--- src/rtl/acc_round_scheduler.sv ---
// acc_round_scheduler: drives the shared NTTN datapath through the FHEW blind-rotation rounds and the one-time twiddle load.
// Define ACC_SCHED_WATCHDOG_EN to add a sticky err_timeout that aborts a stalled INTT/NTT wait after WDOG_LIMIT cycles.
module acc_round_scheduler #(
  parameter int NUM_ROUNDS   = 1024,
  parameter int DIGITS       = 4,
  parameter int BEATS        = 64,
  parameter int DRAIN_CYCLES = 12,
  parameter int WLOAD_CYCLES = 1922,
  parameter int WDOG_LIMIT   = 4096,
  localparam int DW = (DIGITS > 1) ? $clog2(DIGITS) : 1,
  localparam int RW = (NUM_ROUNDS > 1) ? $clog2(NUM_ROUNDS) : 1
) (
  input  logic          clk,
  input  logic          reset,
  input  logic          init_req,
  input  logic          start,
  output logic          intt_start,
  input  logic          intt_done,
  output logic          ntt_start,
  input  logic          ntt_done,
  output logic          load_w,
  output logic          mac_en,
  output logic          key_rd_en,
  output logic [DW-1:0] digit_idx,
  output logic [RW-1:0] round_idx,
  output logic          busy,
  output logic          init_done,
  output logic          done,
  output logic          err_not_init
`ifdef ACC_SCHED_WATCHDOG_EN
  ,
  output logic          err_timeout
`endif
);

  localparam logic [2:0] S_IDLE  = 3'd0;
  localparam logic [2:0] S_WLOAD = 3'd1;
  localparam logic [2:0] S_INTT  = 3'd2;
  localparam logic [2:0] S_DRAIN = 3'd3;
  localparam logic [2:0] S_NTT   = 3'd4;
  localparam logic [2:0] S_MAC   = 3'd5;
  localparam logic [2:0] S_NEXT  = 3'd6;
  localparam logic [2:0] S_FIN   = 3'd7;

  localparam int MAX_A   = (WLOAD_CYCLES > BEATS) ? WLOAD_CYCLES : BEATS;
  localparam int MAX_B   = (MAX_A > DRAIN_CYCLES) ? MAX_A : DRAIN_CYCLES;
  localparam int MAX_C   = (MAX_B > WDOG_LIMIT) ? MAX_B : WDOG_LIMIT;
  localparam int CW      = $clog2(MAX_C + 1);
  localparam int DRAIN_N = (DRAIN_CYCLES > 0) ? DRAIN_CYCLES : 1;

  localparam logic [CW-1:0] CNT_SAT    = {CW{1'b1}};
  localparam logic [CW-1:0] WLOAD_LAST = CW'(WLOAD_CYCLES - 1);
  localparam logic [CW-1:0] DRAIN_LAST = CW'(DRAIN_N - 1);
  localparam logic [CW-1:0] BEAT_LAST  = CW'(BEATS - 1);
  localparam logic [DW-1:0] DIG_LAST   = DW'(DIGITS - 1);
  localparam logic [RW-1:0] RND_LAST   = RW'(NUM_ROUNDS - 1);
`ifdef ACC_SCHED_WATCHDOG_EN
  localparam logic [CW-1:0] WDOG_LAST  = CW'(WDOG_LIMIT - 1);
`endif

  logic [2:0]    state, nxt;
  logic [CW-1:0] cnt;
  logic [DW-1:0] dig_n;
  logic [RW-1:0] rnd_n;
  logic          init_done_n, err_not_init_n;
`ifdef ACC_SCHED_WATCHDOG_EN
  logic          err_timeout_n;
`endif

  always_comb begin
    nxt            = state;
    dig_n          = digit_idx;
    rnd_n          = round_idx;
    init_done_n    = init_done;
    err_not_init_n = err_not_init;
`ifdef ACC_SCHED_WATCHDOG_EN
    err_timeout_n  = err_timeout;
`endif
    case (state)
      S_IDLE: begin
        if (init_req) begin
          nxt = S_WLOAD;
        end else if (start && init_done) begin
          nxt   = S_INTT;
          dig_n = '0;
          rnd_n = '0;
        end else if (start) begin
          err_not_init_n = 1'b1;
        end
      end
      S_WLOAD: begin
        if (cnt == WLOAD_LAST) begin
          nxt         = S_IDLE;
          init_done_n = 1'b1;
        end
      end
      // A done pulse coinciding with our own start pulse cannot belong to this launch.
      S_INTT: begin
        if (intt_done && cnt != '0) begin
          nxt = S_DRAIN;
        end
`ifdef ACC_SCHED_WATCHDOG_EN
        else if (cnt == WDOG_LAST) begin
          nxt           = S_IDLE;
          err_timeout_n = 1'b1;
        end
`endif
      end
      S_DRAIN: begin
        if (cnt == DRAIN_LAST) begin
          nxt   = S_NTT;
          dig_n = '0;
        end
      end
      S_NTT: begin
        if (ntt_done && cnt != '0) begin
          nxt = S_MAC;
        end
`ifdef ACC_SCHED_WATCHDOG_EN
        else if (cnt == WDOG_LAST) begin
          nxt           = S_IDLE;
          err_timeout_n = 1'b1;
        end
`endif
      end
      S_MAC: begin
        if (cnt == BEAT_LAST) begin
          if (digit_idx == DIG_LAST) begin
            nxt = S_NEXT;
          end else begin
            nxt   = S_NTT;
            dig_n = digit_idx + DW'(1);
          end
        end
      end
      S_NEXT: begin
        if (round_idx == RND_LAST) begin
          nxt = S_FIN;
        end else begin
          nxt   = S_INTT;
          rnd_n = round_idx + RW'(1);
          dig_n = '0;
        end
      end
      S_FIN:   nxt = S_IDLE;
      default: nxt = S_IDLE;
    endcase
  end

  // Every output is a flop fed from the next-state decode, so it is valid in the first cycle of its state.
  always_ff @(posedge clk or posedge reset) begin
    if (reset) begin
      state        <= S_IDLE;
      cnt          <= '0;
      intt_start   <= 1'b0;
      ntt_start    <= 1'b0;
      load_w       <= 1'b0;
      mac_en       <= 1'b0;
      key_rd_en    <= 1'b0;
      digit_idx    <= '0;
      round_idx    <= '0;
      busy         <= 1'b0;
      init_done    <= 1'b0;
      done         <= 1'b0;
      err_not_init <= 1'b0;
`ifdef ACC_SCHED_WATCHDOG_EN
      err_timeout  <= 1'b0;
`endif
    end else begin
      state        <= nxt;
      cnt          <= (nxt != state) ? '0 : ((cnt == CNT_SAT) ? cnt : cnt + CW'(1));
      intt_start   <= (nxt == S_INTT) && (state != S_INTT);
      ntt_start    <= (nxt == S_NTT) && (state != S_NTT);
      load_w       <= (nxt == S_WLOAD);
      mac_en       <= (nxt == S_MAC);
      key_rd_en    <= (nxt == S_MAC);
      digit_idx    <= dig_n;
      round_idx    <= rnd_n;
      busy         <= (nxt != S_IDLE);
      init_done    <= init_done_n;
      done         <= (nxt == S_FIN);
      err_not_init <= err_not_init_n;
`ifdef ACC_SCHED_WATCHDOG_EN
      err_timeout  <= err_timeout_n;
`endif
    end
  end

endmodule

--- config.mk ---
export PLATFORM = sky130hd
export DESIGN_NAME = acc_round_scheduler
export DESIGN_NICKNAME = d
export VERILOG_FILES = /design/src/rtl/acc_round_scheduler.sv
export SDC_FILE = /design/constraint.sdc
export NUM_CORES = 1
export LEC_CHECK = 0
export ABC_CLOCK_PERIOD_IN_PS = 2400
export CORE_MARGIN = 2
export CORE_UTILIZATION = 45
export CTS_BUF_LIST = sky130_fd_sc_hd__clkbuf_4 sky130_fd_sc_hd__clkbuf_8
export DETAILED_ROUTE_END_ITERATION = 8
export DONT_BUFFER_PORTS = 1
export GPL_ROUTABILITY_DRIVEN = 1
export PLACE_DENSITY = 0.72
export SLEW_MARGIN = 20
export SYNTH_ARGS = -nofsm -noshare
export SYNTH_HDL_FRONTEND = slang
export SYNTH_SLANG_ARGS = --single-unit
--- constraint.sdc ---
create_clock -name clk -period 2.4 [get_ports clk]
set_clock_uncertainty 0.2 [all_clocks]
set_input_delay 0.48 -clock clk [delete_from_list [all_inputs] [get_ports clk]]
set_output_delay 0.48 -clock clk [all_outputs]
set_load 0.005 [all_outputs]
# [Yosys cells after proc, flatten, opt, wreduce, memory -nomap -nowiden]
# Index checks and enable logic that the tools add are counted.
[classes] n_eq_ne=28 muxes=23 n_bitwise=2 n_reduce_logical=14 n_addsub=3
[op_table] cell="two-way mux 10 bit" n=3
[op_table] cell="two-way mux 13 bit" n=2
[op_table] cell="two-way mux 3 bit" n=8
[op_table] cell="case mux 3 bit (8 select lines)" n=1
[op_table] cell="== test 3 bit (second input constant)" n=7
[op_table] cell="case mux 10 bit (2 select lines)" n=1
[op_table] cell="two-way mux 2 bit" n=7
[op_table] cell="!= test 2 bit (second input constant)" n=7
[op_table] cell="adder 13 x 1 -> 13 bit (second input constant)" n=1
[op_table] cell="== test 13 x 11 -> 1 bit (second input constant)" n=1
[op_table] cell="== test 13 bit (second input constant)" n=1
[op_table] cell="== test 13 x 4 -> 1 bit (second input constant)" n=1
[op_table] cell="== test 13 x 6 -> 1 bit (second input constant)" n=1
[op_table] cell="nonzero test 13 bit" n=1
[op_table] cell="adder 10 x 1 -> 10 bit (second input constant)" n=1
[op_table] cell="== test 10 bit (second input constant)" n=1
[op_table] cell="== test 3 x 2 -> 1 bit (second input constant)" n=3
[op_table] cell="case mux 2 bit (4 select lines)" n=1
[op_table] cell="AND reduction 4 bit" n=2
[op_table] cell="AND reduction 7 bit" n=1
[op_table] cell="== test 3 x 1 -> 1 bit (second input constant)" n=2
[op_table] cell="logical AND 1 bit" n=5
[op_table] cell="nonzero test 4 bit" n=1
[op_table] cell="zero test 3 bit" n=1
[op_table] cell="other kinds (9)" n=10
[word_totals] output_inout_bits=21 ff_bits=36

# [Longest topological paths before layout]
[logic_depth] word_depth=6 ltp_mapped=8 ltp_nobuf=8

# [Worst setup path before layout]
# Ideal clock, no wire load.
[synth_timing] kind="reg-to-reg" startpoint="reg round_idx[0]" endpoint="reg round_idx[7]" required_time_ns=2.122 path_buffers=1 path_slack_ns=0.025 arrival_time_ns=2.097 path_stages_with_launch=9 synth_period_minus_slack_ns=2.375 path_cell_list="dfrtp_1 -> ha_1 -> nand3_1 -> or4_4 -> inv_2 -> or3_1 -> buf_2 -> or4_1 -> a21oi_1"
[synth_between] elab_chain_len=3 elab_cells_between_ends=6
[synth_lines] element="start: declaration" line="25" source="output logic [RW-1:0] round_idx,"
[synth_lines] element="start signal: assignment" line="178" source="round_idx <= rnd_n;"
[synth_lines] element="adder 10 x 1 -> 10 bit / == test 10 bit (equally long branches)" line="141, 137"
[synth_lines] element="two-way mux 10 bit / != test 2 bit (equally long branches)"
[synth_lines] element="case mux 10 bit (2 select lines) / AND reduction 4 bit (equally long branches)"
# Parallel ways exist; a longest one is shown, timed or not. The select of a mux whose other input is x is not followed.
# A chain may end at the register's enable or synchronous reset.

# [Worst setup path in the final report]
[layout_timing] startpoint="reg cnt[3]" endpoint="reg cnt[11]"
[layout_between] elab_chain_len=6 elab_cells_between_ends=18
[layout_lines] element="start: declaration" line="62" source="logic [CW-1:0] cnt;"
[layout_lines] element="start signal: assignment" line="171" source="cnt <= (nxt != state) ? '0 : ((cnt == CNT_SAT) ? cnt : cnt + CW'(1));"
[layout_lines] element="nonzero test 13 bit" line="99, 116"
[layout_lines] element="logical AND 1 bit, on equally long branches" line="116, 99"
[layout_lines] element="two-way mux 3 bit, on equally long branches" line="116, 99"
[layout_lines] element="case mux 3 bit (8 select lines)" line="79" source="case (state)"
[layout_lines] element="!= test 3 bit" line="171"
[layout_lines] element="!= test 2 bit (no line) / two-way mux 13 bit (equally long branches)"
# Parallel ways exist; a longest one is shown, timed or not. The select of a mux whose other input is x is not followed.

==> metrics.md <==
| Metric | Value |
|---|---|
| Die H | 72.7 um |
| Tot GR Track Use | 0.195 |
| Setup Crit Path Kind | register to register |
| Unique masters post-synth | 53 |
| Mapped Nets | 224 |
| Detail Route Antenna Nets | 0 |
| First-pass GRT wire length | 7970 um |
| Syn-to-layout area delta | 20.2% |
| Area of the mapped netlist | 2120 um^2 |
| Maximum number of pins on one net before global-route repair | 37 |
| Share of the synthesized area in the top cell type | 0.424 |
| Mean Syn Cell Area | 9.97 um^2 |
| Fraction of layout cells with a size suffix above 1 | 0.310 |
| Worst-skew pair later-pin latency | 300 ps |
| Worst Setup Slack, final | 63.1 ps |
| Storage cell area | 901 um^2 |
| Die area | 5280 um^2 |
| CP delay by family, top | simple AND/OR/NAND/NOR gates |
| Routed WL | 4600 um |
| Area of the multi-input gates | 1140 um^2 |
| Final period util | 0.974 |
| Root Buffer | clkbuf_8 |
| Site Rows | 24 |
| Worst setup SP type | register |
| # diodes | 0 |
| Detailed Place HPWL | 3330 um |
| Wirelength per Cell | 15.3 um |
| Number of flops mapped to enable cells by yosys | 0 |
| Crit path cell chain | or4_4, or4_4, nand3b_2, nand4b_4, buf_12, a21oi_1 |
| Final period demand of the worst path | 2340 ps |
| Final nets | 258 |
| Peak supply drop | 0.332 mV |
| Vias per Instance | 5.82 |
| # DRC | 0 |
| Router iterations before antenna repair | 4 |
| # fillers | 385 |
| Critical Path Most Common Cell | or4_4 |
| Leakage power | 1.11 nW |
| Final core occ | 0.574 |
| Gpl congestion | 0.818 |
| Clk slew on worst S/H paths | 70 ps |
| Status | finished, final reports clean |
| Clock Tree Buf Depth | 2 |
| Vias in the first global route | 1,663 |
| Drt initial violations | 93 |
| Synth warn | 0 |
| Die span in x | 72.7 um |
| Mapped Cells | 213 |
| Slew headroom | 0.570 |
| Final hold violations | 0 |
| Final setup vio count | 0 |
| I/O pin total | 27 |
| Depth of the CTS H-tree | 2 |
| Critical path endpoint category | register |
| Seq/Total Area, Yosys | 0.424 |
| PwrDens | 455 nW/um^2 |
| CTS tree | yes |
| Dominant cells by area after synthesis | dfrtp_1 (42%), a21oi_2 (4.1%), xnor2_1 (3.7%) |
| Global route overflow | 0 |
| Max frequency | 0.428 GHz |
| Main synth FF type | dfrtp_1 |
| Asr flop ratio synth | 1.00 |
| Yosys reg bits | 36 |
| CTS Buf Count | 5 |
| CP Buf/Inv Count | 1 |
| Via count | 1,747 |
| Max cap viols | 0 |
| Core Region | 4440 um^2 |
| Arrival @ worst endpoint | 2360 ps |
| Initial antenna violation count | 0 |
| Critical Path Fanout Max | 12 |
| CP peak stage delay | 570 ps |
| Pre-CTS setup slack | 65.7 ps |
| Slew @ Worst Pin | 640 ps |
| Pins Over Slew Limit | 0 |
| Starting Density | 0.478 |
| CP max stage cell | or4_4 |
| Setup TNS | 0 ps |
| Post-synth top area cell | dfrtp_1 |
| HP Class | input pin to register |
| Buffers on Ports | 0 |
| Sink Count | 36 |
| Critical path required time | 2420 ps |
-- logic make-up after synthesis --
logic type / Yosys count / synth area share
AOI/OAI and AO/OA: 49 / 0.167
xor gates and xnor gates: 9 / 0.0371
adders and majority gates: 5 / 0.0295
buffers and inverters: 19 / 0.0460
DFF: 36 / 0.424
muxes: 3 / 0.0153
and+or+nand+nor: 92 / 0.281
-- cell usage after synthesis, types with 3 or more instances --
library cell	number
nand2b_1	4
a21oi_2	10
or3_1	5
nand3_1	5
or2_2	3
xnor2_1	9
nor3_1	4
nand3b_1	3
nand2_1	15
nand4_1	6
buf_2	3
or4_1	3
or4_4	4
nor2_1	15
nor2b_1	3
inv_1	10
dfrtp_1	36
a31oi_1	3
o21ai_0	8
ha_1	5
o31ai_1	3
nor4_1	6
a21oi_1	11
-- metal layers --
metal / track usage / vias to the layer above / wire (um) / share of wire
li1: - / 852 / - / -
met1: 0.291 / 847 / 2250 / 0.49
met2: 0.278 / 42 / 2080 / 0.45
met3: 0.0401 / 6 / 218 / 0.047
met4: 0.0741 / 0 / 62 / 0.013
met5: 0 / - / 0 / 0
-- per-stage QoR --
step                      hold slack (ps)  instances  power (mW)  area, um^2
after detailed placement              304        291       0.633        2410
final                                 142        300        1.16        2550
after floorplan                       266        213       0.628        2120
after global placement                296        291       0.633        2410
after global routing                  139        300        1.20        2550
after CTS                             138        300        1.18        2530
-- cell usage in the layout (no fill, tap or decap), drive strengths merged, types with 3 or more instances in the layout --
master | synthesis | layout
ha | 5 | 5
xnor2 | 9 | 9
buf | 6 | 34
or4 | 7 | 7
clkbuf | 2 | 5
nor2b | 3 | 3
nand3b | 4 | 4
nor3 | 4 | 4
nor2 | 15 | 15
or3 | 5 | 5
o31ai | 3 | 3
or2 | 3 | 3
dfrtp | 36 | 36
nor4 | 10 | 10
and3 | 3 | 3
nand2 | 15 | 15
o21ai | 9 | 9
inv | 11 | 11
nand2b | 4 | 4
nand4 | 6 | 6
a31oi | 3 | 3
a21oi | 21 | 21
nand3 | 5 | 5
-- sequential cells by signal, summed over array words and instances, names as in the netlist, 2 cells and up --
register,cells
state,3
cnt,13
round_idx,10
digit_idx,2
-- repair_timing --
| action | CTS | global route |
|---|---|---|
| gates resized for setup | 0 | 2 |
| hold buffers | 1 | 0 |
| endpoints found under the hold margin | 25 | 0 |
| buffers inserted | 0 | 0 |
| endpoints found under the setup margin | 0 | 12 |
-- power breakdown --
part | internal [mW] | switching [mW]
clock | 0.307 | 0.232
sequential | 0.606 | 0
combinational | 0.00301 | 0.0121
total | 0.916 | 0.244
-- cell type report --
| cell class | count | area share |
|---|---|---|
| flip-flops and latches | 36 | 0.353 |
| well taps | 52 | 0.0255 |
| clock buffers | 5 | 0.0270 |
| inverters | 11 | 0.0162 |
| clock inverters | 3 | 0.0167 |
| multi-input cells | 158 | 0.448 |
| repair buffers | 35 | 0.114 |
-- worst reg2reg max path: stages, from the launching register on --
cell and delay (ps):
dfrtp_1 400, or4_4 570, or4_4 510, nand3b_2 140
nand4b_4 130, buf_12 180, a21oi_1 140
-- worst paths after layout --
check                              from      endpoint  slack [ps]  cells after the start
min in group asynchronous         reset     key_rd_en         520                      3
setup reg to reg                 cnt[3]       cnt[11]          60                      6
max in group asynchronous         reset          busy        1150                      3
hold reg to reg            err_not_init  err_not_init         310                      1
setup / recovery                 cnt[3]       cnt[11]          60                      6
hold / removal                    start  err_not_init         140                      1
No activity file was read; power rests on OpenSTA's default activity.
